$ cat src/rtl/flashmem_arbiter.sv
// Round-robin arbiter sharing one SPI flash word-read engine between NUM_REQ requesters.
// Optional one-entry last-word cache enabled by defining FLASHMEM_ARB_CACHE_EN.
module flashmem_arbiter #(
  parameter int NUM_REQ = 2,
  parameter int IDX_W   = 3
) (
  input  logic                    clk,
  input  logic                    reset,
  input  logic [NUM_REQ-1:0]      req_valid,
  input  logic [24*NUM_REQ-1:0]   req_addr,
  output logic [NUM_REQ-1:0]      req_ready,
  output logic [31:0]             req_rdata,
  output logic                    mem_valid,
  output logic [23:0]             mem_addr,
  input  logic                    mem_ready,
  input  logic [31:0]             mem_rdata
);

  typedef enum logic [1:0] {IDLE, BUSY, HIT, GAP} state_t;

  state_t               state_q;
  logic [IDX_W-1:0]     last_q;
  logic [IDX_W-1:0]     g_q;
  logic                 mem_valid_q;
  logic [23:0]          mem_addr_q;
  logic [NUM_REQ-1:0]   req_ready_q;
  logic [31:0]          req_rdata_q;

  logic                 found_d;
  logic [IDX_W-1:0]     gnt_d;
  logic [23:0]          gnt_addr_d;
  logic                 g_vld;
  logic [NUM_REQ-1:0]   g_onehot;
  logic                 hit_d;
  logic [31:0]          cdata_q;

  // Scan last+1, last+2, ... modulo NUM_REQ and take the first pending requester.
  always_comb begin
    found_d = 1'b0;
    gnt_d   = last_q;
    for (int k = 1; k <= NUM_REQ; k++) begin
      for (int i = 0; i < NUM_REQ; i++) begin
        if (!found_d && req_valid[i] && (i == (int'(last_q) + k) % NUM_REQ)) begin
          found_d = 1'b1;
          gnt_d   = IDX_W'(i);
        end
      end
    end
  end

  always_comb begin
    gnt_addr_d = '0;
    for (int i = 0; i < NUM_REQ; i++) begin
      if (IDX_W'(i) == gnt_d) gnt_addr_d = req_addr[24*i +: 24];
    end
  end

  always_comb begin
    g_vld    = 1'b0;
    g_onehot = '0;
    for (int i = 0; i < NUM_REQ; i++) begin
      if (IDX_W'(i) == g_q) begin
        g_vld       = req_valid[i];
        g_onehot[i] = 1'b1;
      end
    end
  end

`ifdef FLASHMEM_ARB_CACHE_EN
  logic [23:0] tag_q;
  logic        cvalid_q;

  assign hit_d = cvalid_q && (tag_q == gnt_addr_d);

  // Tag and data only matter once cvalid_q is set, so they carry no reset.
  always_ff @(posedge clk) begin
    if (state_q == BUSY && mem_ready) begin
      tag_q   <= mem_addr_q;
      cdata_q <= mem_rdata;
    end
  end

  always_ff @(posedge clk) begin
    if (reset)                             cvalid_q <= 1'b0;
    else if (state_q == BUSY && mem_ready) cvalid_q <= 1'b1;
  end
`else
  assign hit_d   = 1'b0;
  assign cdata_q = '0;
`endif

  always_ff @(posedge clk) begin
    if (reset) begin
      state_q     <= IDLE;
      last_q      <= IDX_W'(NUM_REQ - 1);
      g_q         <= '0;
      mem_valid_q <= 1'b0;
      mem_addr_q  <= '0;
      req_ready_q <= '0;
      req_rdata_q <= '0;
    end else begin
      req_ready_q <= '0;
      case (state_q)
        IDLE: begin
          if (found_d) begin
            g_q <= gnt_d;
            if (hit_d) begin
              state_q <= HIT;
            end else begin
              mem_addr_q  <= gnt_addr_d;
              mem_valid_q <= 1'b1;
              state_q     <= BUSY;
            end
          end
        end
        BUSY: begin
          // Completion takes priority over a same-cycle abort.
          if (mem_ready) begin
            req_rdata_q <= mem_rdata;
            req_ready_q <= g_onehot;
            mem_valid_q <= 1'b0;
            last_q      <= g_q;
            state_q     <= GAP;
          end else if (!g_vld) begin
            mem_valid_q <= 1'b0;
            state_q     <= GAP;
          end
        end
        HIT: begin
          req_rdata_q <= cdata_q;
          req_ready_q <= g_onehot;
          last_q      <= g_q;
          state_q     <= GAP;
        end
        GAP: begin
          state_q <= IDLE;
        end
        default: state_q <= IDLE;
      endcase
    end
  end

  assign req_ready = req_ready_q;
  assign req_rdata = req_rdata_q;
  assign mem_valid = mem_valid_q;
  assign mem_addr  = mem_addr_q;

endmodule

$ cat config.mk
export PLATFORM = sky130hd
export DESIGN_NAME = flashmem_arbiter
export DESIGN_NICKNAME = d
export VERILOG_FILES = /design/src/rtl/flashmem_arbiter.sv
export SDC_FILE = /design/constraint.sdc
export NUM_CORES = 1
export LEC_CHECK = 0
export CAP_MARGIN = 20
export CORE_MARGIN = 3
export CORE_UTILIZATION = 40
export DETAILED_ROUTE_END_ITERATION = 10
export GPL_TIMING_DRIVEN = 0
export PLACE_DENSITY = 0.84
export SKIP_CTS_REPAIR_TIMING = 1
export SLEW_MARGIN = 40
export SYNTH_ARGS = -nofsm -noshare
export SYNTH_HDL_FRONTEND = slang
export SYNTH_SLANG_ARGS = --single-unit
$ cat constraint.sdc
create_clock -name clk -period 3.2 [get_ports clk]
set_input_delay 0.64 -clock clk [delete_from_list [all_inputs] [get_ports clk]]
set_output_delay 0.64 -clock clk [all_outputs]
set_load 0.03 [all_outputs]
# Yosys cells after proc, flatten, opt, wreduce, memory -nomap -nowiden
# Cells that the tools add are included.
totals:
  register_bits: 67
  input_bits: 85
op_classes:
  add_sub_neg: 2
  eq_ne: 10
  mux: 28
  n_bitwise: 2
  reduce_logical: 21
ops:
  columns: ["operator", "n"]
  rows:
  - ["$logic_not 32->1", 2]
  - ["$pmux 32 s2", 1]
  - ["$mux 24", 2]
  - ["$mux 32", 1]
  - ["$mux 3", 5]
  - ["$mux 1", 11]
  - ["$mux 2", 4]
  - ["$pmux 2 s4", 1]
  - ["$logic_and 1x1->1", 7]
  - ["$eq 1x3->1 const A", 2]
  - ["$logic_not 3->1", 2]
  - ["$pmux 3 s2", 1]
  - ["$reduce_and 2->1", 3]
  - ["$eq 2x2->1 const A", 2]
  - ["$eq 2x2->1 const B", 2]
  - ["$ne 2x2->1 const B", 2]
  - ["$pmux 2 s2", 1]
  - ["$reduce_bool 2->1", 2]
  - ["$logic_not 1->1", 3]
  - ["$ne 3x3->1 const B", 1]
  - ["$reduce_and 3->1", 1]
  - ["$add 1x1->1 const B", 2]
  - ["$and 1x1->1 const A", 2]
  - ["$eq 2x1->1 const B", 1]
  - ["2 further kinds", 2]

# Logic depth before layout (Yosys ltp)
depth:
  depth_word: 20
  mapped_depth: 7

# Least setup slack after synthesis
# Ideal clock, no wire load.
synth_timing:
  path_type: "input port to flip-flop"
  startpoint: "input port req_valid[0]"
  endpoint: "register mem_addr_q[10] (netlist: mem_addr[10])"
  setup_ps: 122
  t_arrival_ps: 1438
  slack_ps: 1640
  path_stages: 5
  path_cell_list: "nand2_1 and4b_1 buf_2 buf_6 a221o_1"
synth_between:
  elab_chain_len: 17
  word_cells_on_any_way: 23
synth_lines:
  columns: ["item", "line_no", "text"]
  rows:
  - ["start, declared", "9", "input logic [NUM_REQ-1:0] req_valid,"]
  - ["$logic_and 1x1->1", "43", "if (!found_d && req_valid[i] && (i == (int'(last_q) + k) % NUM_REQ)) begin"]
  - ["$mux 1", "43", null]
  - ["$logic_not 1->1", "43", null]
  - ["$logic_and 1x1->1 (2 in series)", "43", null]
  - ["$mux 1", "43", null]
  - ["$logic_not 1->1", "43", null]
  - ["$logic_and 1x1->1 (2 in series)", "43", null]
  - ["$mux 1", "43", null]
  - ["$logic_not 1->1", "43", null]
  - ["$logic_and 1x1->1 (2 in series)", "43", null]
  - ["$mux 3", "43", null]
  - ["$logic_not 3->1", "54", "if (IDX_W'(i) == gnt_d) gnt_addr_d = req_addr[24*i +: 24];"]
  - ["$mux 24 (2 in series)", "54", null]
  - ["end signal, assigned", "110", "mem_addr_q <= gnt_addr_d;"]
  - ["end, declared", "25", "logic [23:0] mem_addr_q;"]
# Parallel ways exist; a longest one is shown, timed or not.
# A chain may end at the register's enable or synchronous reset.

# Worst setup path in the final report
layout_timing:
  startpoint: "input port reset"
  endpoint: "register req_rdata_q[30] (netlist: req_rdata[30])"
layout_lines:
  columns: ["item", "line_no", "text"]
  rows:
  - ["start, declared", "8", "input logic reset,"]
  - ["end signal, assigned", "119", "req_rdata_q <= mem_rdata;"]
  - ["end signal, assigned", "130", "req_rdata_q <= cdata_q;"]
  - ["end, declared", "27", "logic [31:0] req_rdata_q;"]
# No word-level cell between the ends.

==> metrics.txt <==
# TYPE chip_impl_metric gauge
chip_impl_info{name="run_status",value="finished, final reports clean"} 1
chip_impl_metric{name="finalHoldViolations",unit=""} 0
chip_impl_metric{name="post_synth_inst_count",unit=""} 236
chip_impl_info{name="crit_type",value="in -> reg"} 1
chip_impl_metric{name="leakagePower",unit="nW"} 1.58
chip_impl_metric{name="clk_pin_slew",unit="ns"} 0.07
chip_impl_info{name="cts_root_buf",value="clkbuf_8"} 1
chip_impl_metric{name="floorplan.io_pins",unit=""} 144
chip_impl_metric{name="detailedRoute.firstPassIterationCount",unit=""} 4
chip_impl_metric{name="clock_sink_count",unit=""} 65
chip_impl_metric{name="slew-limit-headroom",unit="%"} 68.5
chip_impl_metric{name="layout-area-overhead-vs-synth",unit="%"} 69.0
chip_impl_metric{name="antennaDiodeCount",unit=""} 0
chip_impl_metric{name="total_power",unit="mW"} 2.66
chip_impl_metric{name="vias_per_cell",unit=""} 5.27
chip_impl_metric{name="clk_skew",unit="ns"} 0.00614
chip_impl_metric{name="finalWorstSetupSlack",unit="ns"} 1.14
chip_impl_metric{name="pwr_density_cell",unit="mW/mm2"} 631
chip_impl_metric{name="gp_congestion",unit=""} 0.766
chip_impl_metric{name="detail_placement_hpwl",unit="um"} 5730
chip_impl_metric{name="grt_pass1_wl",unit="um"} 11900
chip_impl_metric{name="filler_cell_count",unit=""} 474
chip_impl_metric{name="synth_warnings",unit=""} 0
chip_impl_metric{name="placeableCoreArea",unit="mm2"} 0.00599
chip_impl_metric{name="preCtsSetupSlack",unit="ns"} 0.789
chip_impl_metric{name="final-setup-viol-count",unit=""} 0
chip_impl_metric{name="initial_antenna_violation_count",unit=""} 0
chip_impl_metric{name="fraction_of_layout_instances_using_a_drive_strength_above_1",unit="%"} 9.37
chip_impl_metric{name="synth_area",unit="mm2"} 0.00249
chip_impl_metric{name="drv.max_cap_violation_count",unit=""} 0
chip_impl_metric{name="dp.cells",unit=""} 454
chip_impl_metric{name="min_period_over_period",unit="%"} 64.4
chip_impl_metric{name="irDropWorstVdd",unit="uV"} 442
chip_impl_metric{name="clock_latency",unit="ns"} 0.32
chip_impl_metric{name="drt_first_iter_violations",unit=""} 90
chip_impl_info{name="worstSetupEndpointType",value="flop"} 1
chip_impl_metric{name="synth_area_per_cell",unit="um2"} 10.6
chip_impl_metric{name="report.final.slew_viol_count",unit=""} 0
chip_impl_metric{name="cts.path.max_buffers",unit=""} 2
chip_impl_metric{name="timing_worst_slew_pin_value",unit="ns"} 0.473
chip_impl_metric{name="drt_wl_total",unit="um"} 7410
chip_impl_metric{name="yosysUniqueCellTypes",unit=""} 30
chip_impl_metric{name="wl_per_cell",unit="um"} 15.8
chip_impl_metric{name="dieWidth",unit="um"} 85.0
chip_impl_metric{name="post_layout_nonfiller_instances",unit=""} 470
chip_impl_info{name="cts_tree",value="done"} 1
chip_impl_metric{name="cts-htree-levels",unit=""} 3
chip_impl_metric{name="route.vias.total",unit=""} 2477
chip_impl_info{name="hold_path.class",value="reg -> reg"} 1
chip_impl_metric{name="ys_seq_area_share",unit="%"} 52.2
chip_impl_metric{name="groute.usage.overall",unit="%"} 20.5
chip_impl_metric{name="post-route-util",unit="%"} 70.4
chip_impl_metric{name="number_of_buffers_created_by_cts",unit=""} 9
chip_impl_metric{name="postSynthNetCount",unit=""} 325
chip_impl_metric{name="max_freq",unit="GHz"} 0.485
chip_impl_metric{name="final_net_count",unit=""} 479
chip_impl_metric{name="worst-path-max-fanout",unit=""} 10
chip_impl_metric{name="critPathRequiredTime",unit="ns"} 3.39
chip_impl_metric{name="worstPathArrival",unit="ns"} 2.25
chip_impl_metric{name="die_area",unit="mm2"} 0.00722
chip_impl_info{name="rsz_0062_raised_after_global_routing",value="no"} 1
chip_impl_metric{name="fin_crit",unit="ns"} 2.06
chip_impl_info{name="start_kind",value="primary input"} 1
chip_impl_metric{name="postSynthRegisterBits",unit=""} 65
chip_impl_metric{name="first_global_vias",unit=""} 2508
chip_impl_metric{name="core.rowCount",unit=""} 28
chip_impl_metric{name="grt.overflow.total",unit=""} 0
chip_impl_metric{name="grt_start_max_net_pins",unit=""} 12
chip_impl_metric{name="drc",unit=""} 0
chip_impl_metric{name="tns",unit="ns"} 0
chip_impl_metric{name="postRouteAntennaNets",unit=""} 0
chip_impl_metric{name="floorplan.die.height",unit="um"} 85.0
chip_impl_metric{name="start_util",unit="%"} 41.6
chip_impl_metric{name="layout.area.seq",unit="mm2"} 0.00130
chip_impl_metric{name="multi_input_area",unit="mm2"} 0.00107
chip_impl_metric{name="port_buffers",unit=""} 143
-- layout by cell type, fill, tap and decap left out, drive strengths merged, types with 2 or more instances in the layout --
cell type      count
clkdlybuf4s50    143
dfxtp             65
nor2              36
a22oi             33
nor3b             26
a221o             24
buf               17
clkbuf            16
ha                 4
nor2b              3
inv                2
and3b              2
nand2              2
nand2b             2
clkinvlp           2
clkinv             2
mux2i              2
mux2               2
-- through the flow --
| stage | cell area (um2) | hold slack (ns) |
|---|---|---|
| global placement | 4020 | 0.467 |
| global route | 4220 | 0.531 |
| CTS | 4220 | 0.500 |
| finish | 4220 | 0.495 |
| detailed placement | 4020 | 0.483 |
| floorplan | 2490 | 0.440 |
-- critical path, cell delays in order --
cell,delay [ns]
clkdlybuf4s50_1,0.57
buf_2,0.26
buf_2,0.27
clkbuf_1,0.39
nor2_1,0.11
-- layout make-up --
| type | count | share of cell area [%] |
|---|---|---|
| clock buffer | 11 | 3.35 |
| tap | 75 | 2.23 |
| multi-input combinational | 147 | 25.3 |
| inverter | 2 | 0.178 |
| clock inverter | 5 | 1.31 |
| sequential | 65 | 30.9 |
| timing repair buffer | 143 | 34.0 |
| buffer | 22 | 2.76 |
-- synth_stat cells --
cell | number | area (um2)
buf_2 | 15 | 75.1
a22oi_1 | 32 | 240
nor3_2 | 1 | 10.0
inv_1 | 2 | 7.51
a211oi_1 | 1 | 7.51
a32oi_1 | 1 | 8.76
nor2b_1 | 3 | 18.8
and3b_1 | 2 | 17.5
nand2_1 | 2 | 7.51
a22oi_2 | 1 | 12.5
mux2_1 | 1 | 11.3
mux2i_1 | 1 | 10.0
and4b_1 | 1 | 10.0
a21oi_1 | 1 | 5.00
nor4_1 | 1 | 6.26
ha_1 | 4 | 50.1
a221o_1 | 24 | 240
nor3b_1 | 26 | 195
a211o_1 | 1 | 8.76
nand2b_1 | 2 | 12.5
nor4b_2 | 1 | 15.0
o21bai_1 | 1 | 7.51
clkbuf_1 | 5 | 18.8
and2_1 | 1 | 6.26
buf_6 | 2 | 22.5
o21a_1 | 1 | 7.51
nor2_1 | 36 | 135
dfxtp_1 | 65 | 1300
mux2i_2 | 1 | 13.8
mux2_2 | 1 | 11.3
-- final timing paths --
kind	end	slack [ns]	cells past startpoint	start
max	req_rdata[30]$_SDFFE_PP0P_	1.14	5	reset
min	req_ready[0]$_SDFF_PP0_	0.49	1	g_q[0]$_SDFFE_PP0P_
max reg2reg	mem_addr[11]$_SDFFE_PP0P_	1.42	7	state_q[0]$_SDFFE_PP0P_
min reg2reg	req_ready[0]$_SDFF_PP0_	0.49	1	g_q[0]$_SDFFE_PP0P_
-- report_power, final --
group          total (mW)  internal (mW)  leakage [nW]  switching, mW
sequential          0.999          0.932         0.531         0.0670
clock               0.682          0.379        0.0953          0.303
combinational       0.979          0.455         0.955          0.524
total                2.66           1.77          1.58          0.894
-- metal layers --
metal | wire (um) | part of all wire (%) | track usage, % | vias to the layer above
li1 | - | - | - | 1194
met4 | 89 | 1.2 | 7.34 | 0
met3 | 768 | 10 | 8.35 | 10
met2 | 3460 | 47 | 34.0 | 122
met5 | 0 | 0 | 0 | -
met1 | 3090 | 42 | 23.8 | 1151
-- registers in the layout, indices dropped and copies added (netlist names) --
signal and flops:
state_q 2, mem_addr 24, req_ready 2, mem_valid 1, g_q 3, req_rdata 32, last_q 1
-- logic make-up (layout without fill, tap and decap cells) --
| kind of cell | Yosys count | after routing | synth area share, % |
|---|---|---|---|
| mux | 4 | 4 | 1.86 |
| buf+inv | 24 | 183 | 4.97 |
| flops | 65 | 65 | 52.2 |
| fa+ha+maj | 4 | 4 | 2.01 |
| compound gates | 63 | 63 | 21.6 |
| simple gates | 76 | 76 | 17.4 |
(Power assumes the default switching activity.)
